### config.mk
export PLATFORM = sky130hd
export DESIGN_NAME = mem_stage_lsu
export DESIGN_NICKNAME = d
export VERILOG_FILES = /design/src/rtl/mem_stage_lsu.sv
export SDC_FILE = /design/constraint.sdc
export NUM_CORES = 1
export LEC_CHECK = 0
export CAP_MARGIN = 20
export CELL_PAD_IN_SITES_DETAIL_PLACEMENT = 1
export CELL_PAD_IN_SITES_GLOBAL_PLACEMENT = 1
export CORE_MARGIN = 8
export CORE_UTILIZATION = 35
export DETAILED_ROUTE_END_ITERATION = 6
export PLACE_DENSITY = 0.84
export SYNTH_ARGS = -nofsm -noshare
export SYNTH_HDL_FRONTEND = slang
export SYNTH_SLANG_ARGS = --single-unit
export TNS_END_PERCENT = 1
### constraint.sdc
create_clock -name clk -period 4.81 [get_ports clk]
set_clock_uncertainty 0.2 [all_clocks]
set_input_delay 0.7215 -clock clk [delete_from_list [all_inputs] [get_ports clk]]
set_output_delay 0.7215 -clock clk [all_outputs]
set_load 0.02 [all_outputs]
### src/rtl/mem_stage_lsu.sv
// Memory-stage load/store unit: req/ack data bus master with byte/half/word sizing,
// load extension, pipeline stall and bus timeout. Optional macro MISALIGN_TRAP_EN traps misaligned accesses.
`timescale 1ns/1ps

module mem_stage_lsu #(
  parameter int WIDTH   = 32,
  parameter int TIMEOUT = 255
) (
  input  logic             clk,
  input  logic             rst_n,
  input  logic             MemReadM,
  input  logic             MemWriteM,
  input  logic [2:0]       Funct3M,
  input  logic [WIDTH-1:0] ALUResultM,
  input  logic [WIDTH-1:0] WriteDataM,
  output logic [WIDTH-1:0] ReadDataM,
  output logic             StallM,
  output logic             MisalignM,
  output logic             BusErrM,
  output logic             DReq,
  output logic             DWe,
  output logic [WIDTH-1:0] DAddr,
  output logic [WIDTH-1:0] DWData,
  output logic [3:0]       DStrb,
  input  logic             DAck,
  input  logic [WIDTH-1:0] DRData
);

  localparam int CW = $clog2(TIMEOUT + 1);
  localparam logic [1:0] SZ_BYTE = 2'b00;
  localparam logic [1:0] SZ_HALF = 2'b01;

  typedef enum logic [1:0] {S_IDLE, S_REQ, S_DONE} state_e;

  state_e           state_q, state_d;
  logic             dreq_q, dreq_d;
  logic             dwe_q, dwe_d;
  logic [WIDTH-1:0] daddr_q, daddr_d;
  logic [WIDTH-1:0] dwdata_q, dwdata_d;
  logic [3:0]       dstrb_q, dstrb_d;
  logic [WIDTH-1:0] rbuf_q, rbuf_d;
  logic [CW-1:0]    cnt_q, cnt_d;
  logic             buserr_q, buserr_d;
  logic [1:0]       size_q, size_d;
  logic             sign_q, sign_d;
  logic [1:0]       off_q, off_d;
  logic             isload_q, isload_d;

  logic             req_any;
  logic             is_byte;
  logic             is_half;
  logic             misaligned;
  logic             acc;
  logic [1:0]       off;
  logic [WIDTH-1:0] st_data;
  logic [3:0]       st_strb;

  assign req_any = MemReadM | MemWriteM;
  assign off     = ALUResultM[1:0];
  assign is_byte = (Funct3M[1:0] == SZ_BYTE);
  assign is_half = (Funct3M[1:0] == SZ_HALF);

`ifdef MISALIGN_TRAP_EN
  assign misaligned = (is_half & off[0]) | (~is_byte & ~is_half & (off != 2'b00));
  assign MisalignM  = req_any & misaligned;
`else
  // Without trapping, sub-word offset bits that don't fit the size are simply dropped.
  assign misaligned = 1'b0;
  assign MisalignM  = 1'b0;
`endif

  assign acc    = req_any & ~misaligned;
  assign StallM = acc & (state_q != S_DONE);

  always_comb begin
    st_data = WriteDataM;
    st_strb = 4'hF;
    if (is_byte) begin
      st_data = {4{WriteDataM[7:0]}};
      st_strb = 4'b0001 << off;
    end else if (is_half) begin
      st_data = {2{WriteDataM[15:0]}};
      st_strb = off[1] ? 4'b1100 : 4'b0011;
    end
  end

  always_comb begin
    state_d  = state_q;
    dreq_d   = dreq_q;
    dwe_d    = dwe_q;
    daddr_d  = daddr_q;
    dwdata_d = dwdata_q;
    dstrb_d  = dstrb_q;
    rbuf_d   = rbuf_q;
    cnt_d    = cnt_q;
    buserr_d = buserr_q;
    size_d   = size_q;
    sign_d   = sign_q;
    off_d    = off_q;
    isload_d = isload_q;
    case (state_q)
      S_IDLE: begin
        if (acc) begin
          dreq_d   = 1'b1;
          dwe_d    = MemWriteM;
          daddr_d  = {ALUResultM[WIDTH-1:2], 2'b00};
          dwdata_d = st_data;
          dstrb_d  = MemWriteM ? st_strb : 4'b0000;
          size_d   = Funct3M[1:0];
          sign_d   = ~Funct3M[2];
          off_d    = off;
          isload_d = MemReadM;
          cnt_d    = '0;
          buserr_d = 1'b0;
          state_d  = S_REQ;
        end
      end
      S_REQ: begin
        if (DAck) begin
          rbuf_d  = DRData;
          dreq_d  = 1'b0;
          dwe_d   = 1'b0;
          dstrb_d = 4'b0000;
          state_d = S_DONE;
        end else if (cnt_q == CW'(TIMEOUT - 1)) begin
          // This is the TIMEOUT-th request cycle without an acknowledge: give up.
          rbuf_d   = '0;
          dreq_d   = 1'b0;
          dwe_d    = 1'b0;
          dstrb_d  = 4'b0000;
          buserr_d = 1'b1;
          state_d  = S_DONE;
        end else begin
          cnt_d = cnt_q + 1'b1;
        end
      end
      S_DONE: begin
        buserr_d = 1'b0;
        state_d  = S_IDLE;
      end
      default: state_d = S_IDLE;
    endcase
  end

  always_ff @(posedge clk or negedge rst_n) begin
    if (!rst_n) begin
      state_q  <= S_IDLE;
      dreq_q   <= 1'b0;
      dwe_q    <= 1'b0;
      daddr_q  <= '0;
      dwdata_q <= '0;
      dstrb_q  <= 4'b0000;
      rbuf_q   <= '0;
      cnt_q    <= '0;
      buserr_q <= 1'b0;
      size_q   <= 2'b00;
      sign_q   <= 1'b0;
      off_q    <= 2'b00;
      isload_q <= 1'b0;
    end else begin
      state_q  <= state_d;
      dreq_q   <= dreq_d;
      dwe_q    <= dwe_d;
      daddr_q  <= daddr_d;
      dwdata_q <= dwdata_d;
      dstrb_q  <= dstrb_d;
      rbuf_q   <= rbuf_d;
      cnt_q    <= cnt_d;
      buserr_q <= buserr_d;
      size_q   <= size_d;
      sign_q   <= sign_d;
      off_q    <= off_d;
      isload_q <= isload_d;
    end
  end

  logic [7:0]  rbytes [4];
  logic [7:0]  byte_v;
  logic [15:0] half_v;
  logic [WIDTH-1:0] ld_ext;

  for (genvar gi = 0; gi < 4; gi++) begin : g_lane
    assign rbytes[gi] = rbuf_q[8*gi +: 8];
  end

  assign byte_v = rbytes[off_q];
  assign half_v = off_q[1] ? {rbytes[3], rbytes[2]} : {rbytes[1], rbytes[0]};

  always_comb begin
    case (size_q)
      SZ_BYTE: ld_ext = {{24{sign_q & byte_v[7]}}, byte_v};
      SZ_HALF: ld_ext = {{16{sign_q & half_v[15]}}, half_v};
      default: ld_ext = rbuf_q;
    endcase
  end

  assign ReadDataM = ((state_q == S_DONE) && isload_q && !buserr_q) ? ld_ext : '0;
  assign BusErrM   = buserr_q;
  assign DReq      = dreq_q;
  assign DWe       = dwe_q;
  assign DAddr     = daddr_q;
  assign DWData    = dwdata_q;
  assign DStrb     = dstrb_q;

endmodule

==> impl_metrics.env <==
export IMPL_path_clk_slew_ps=50
export IMPL_p_leak_nw=3.777
export IMPL_synth_area_leaders="dfrtp_1, nand2_1, a22o_1, mux2i_1, o21ai_0"
export IMPL_async_flop_share_pct=100.0
export IMPL_rsz0062_at_grt="no"
export IMPL_portBuffers=205
export IMPL_max_slew_worst_pin_slew_ps=937.8
export IMPL_dp_slack_ps=919.3
export IMPL_numCtsBuffers=17
export IMPL_cts_setup_buffers=0
export IMPL_max_freq_mhz=228.4
export IMPL_dominantRegCellSynth="dfrtp_1"
export IMPL_final_nets=870
export IMPL_die_area_sq_um=19550
export IMPL_grt_util_all_layers_pct=20.83
export IMPL_path_max_fanout=16
export IMPL_grt_first_pass_wirelength_mm=32.05
export IMPL_core_sq_um=15090
export IMPL_synth_seq_cells=117
export IMPL_grt_pass1_vias=5686
export IMPL_dieHeight_um=139.8
export IMPL_p_per_area_nw_per_um2=662.7
export IMPL_wire_per_inst_um=20.95
export IMPL_die_w_um=139.8
export IMPL_cts_hold_fix_buffers=0
export IMPL_vias=5083
export IMPL_syn_mean_instance_area_sq_um=9.481
export IMPL_cts_tree="done"
export IMPL_path_class="reg -> out"
export IMPL_seq_area_frac_synth_pct=54.56
export IMPL_clock_sinks=117
export IMPL_grt_max_degree=70
export IMPL_synth_edf_count=0
export IMPL_first_pass_iters=6
export IMPL_dp_hpwl_mm=14.89
export IMPL_status="completed"
export IMPL_fin_crit_sh_pct=91.02
export IMPL_synth_area_sq_um=5366
export IMPL_critPathLaunchType="register"
export IMPL_yosysWarningCount=0
export IMPL_syn_inst=566
export IMPL_synth_top_area_share_pct=54.56
export IMPL_ant_nets=0
export IMPL_yosys_top_cells_count="nand2_1, dfrtp_1, o21ai_0, a22o_1, clkbuf_1"
export IMPL_layout_drive_gt1_share_pct=6.178
export IMPL_antenna_found_initial=0
export IMPL_peakVddDrop_mv=0.3125
export IMPL_routed_wirelength_mm=20.21
export IMPL_num_antenna_cells=0
export IMPL_slew_viol_final=0
export IMPL_clock_latency_ps=410
export IMPL_required_ps=3890
export IMPL_place_congestion=0.8568
export IMPL_hold_viol_final=0
export IMPL_placed_area_sq_um=7626
export IMPL_synth_top_area_cell="dfrtp_1"
export IMPL_cts_root_buffer="clkbuf_16"
export IMPL_ios=209
export IMPL_min_period_ps=4378
export IMPL_setup_viol=0
export IMPL_setup_ws_ps=431.9
export IMPL_area_growth_pct=53.70
export IMPL_relSlewSlack_pct=37.48
export IMPL_viasPerCell=5.267
export IMPL_drtIter0Drc=280
export IMPL_num_rows=45
export IMPL_utilization_pct=54.66
export IMPL_post_cts_resized=0
export IMPL_synthMostInstantiatedCell="nand2_1"
export IMPL_stdcell_count=965
export IMPL_worstPathArrival_ps=3460
export IMPL_dp_cells=932
export IMPL_h_tree_depth=4
export IMPL_finalSetupTns_ps=0
export IMPL_clockBufferDepth=2
export IMPL_initial_utilization_pct=35.56
export IMPL_ys_types=41
export IMPL_hp_class="in -> async"
export IMPL_post_route_drc_count=0
export IMPL_cp_end_kind="output pin"
export IMPL_drv_cap=0
export IMPL_grt_overflow=0
export IMPL_design_area_sq_um=8248
-- flip-flops by register name, summed over array words and instances (netlist names), 2 cells and up --
register and count:
DWData 32, DStrb 4, state_q 2, size_q 2, off_q 2, rbuf_q 32
DAddr 30, cnt_q 8
-- worst paths after layout --
path,from,endpoint,slack (ps),cells after the start
max,size_q[1]$_DFFE_PN0P_,ReadDataM[26],430,5
min,rst_n,rbuf_q[10]$_DFFE_PN0P_,160,1
max reg2reg,cnt_q[0]$_DFFE_PN0P_,rbuf_q[21]$_DFFE_PN0P_,2390,7
min reg2reg,DAddr[11]$_DFFE_PN0P_,DAddr[11]$_DFFE_PN0P_,270,2
max in group asynchronous,rst_n,DAddr[31]$_DFFE_PN0P_,3300,2
min in group clk,DAddr[11]$_DFFE_PN0P_,DAddr[11]$_DFFE_PN0P_,270,2
-- stage by stage --
step | power (mW) | hold WS (ps)
floorplan | 2.977 | 225.9
global placement | 4.030 | 256.7
detailed placement | 4.154 | 264.5
CTS | 5.517 | 171.0
global route | 5.780 | 192.9
finish | 5.466 | 155.7
-- cell type report --
class	instances	area, sq um
Fill cell	1697	6842
Sequential cell	117	2928
Multi-Input combinational cell	397	2237
Timing Repair Buffer	214	2170
Clock buffer	18	429.2
Tap cell	188	235.2
Clock inverter	14	185.2
Inverter	17	63.81
-- cells by family after synthesis --
kind of cell / count (synthesis) / share of synthesized area, %
buf+inv: 54 / 4.197
mux: 28 / 5.246
flops: 117 / 54.56
other cells: 1 / 0.06988
fa+ha+maj: 2 / 0.4662
simple gates: 227 / 17.39
compound gates: 137 / 18.07
-- power breakdown --
group / switching (mW) / internal [mW] / total (mW)
Combinational: 1.30 / 1.03 / 2.32
Clock: 0.460 / 0.862 / 1.32
Sequential: 0.388 / 1.43 / 1.82
-- cells in the final DEF (no fill, tap or decap), types with 4 or more instances in the layout --
cell	n
clkinv_2	5
o21ai_0	40
nand2_1	174
a22o_1	33
dfrtp_1	117
a221oi_1	9
buf_4	7
a21o_1	18
a222oi_1	7
nand3_1	4
o22ai_1	4
clkbuf_16	17
bufinv_16	4
mux2i_1	27
a21oi_1	15
nor2_1	23
clkdlybuf4s50_1	204
or3_1	5
inv_1	17
-- routing by layer --
| layer | vias up | part of all wire [%] | track usage, % |
|---|---|---|---|
| met4 | 0 | 1.8 | 6.229 |
| met3 | 27 | 9.6 | 9.713 |
| met1 | 2509 | 41 | 23.70 |
| met5 | - | 0 | 0 |
| li1 | 2349 | - | - |
| met2 | 198 | 48 | 34.28 |
-- critical path, cell delays in order (launching register included) --
cell and delay, ps:
dfrtp_1 570, nor3b_2 580, o21ai_1 200, a2111oi_4 910, a21o_1 160, clkdlybuf4s50_1 620
Note: power is estimated with default switching activity, not from simulation.
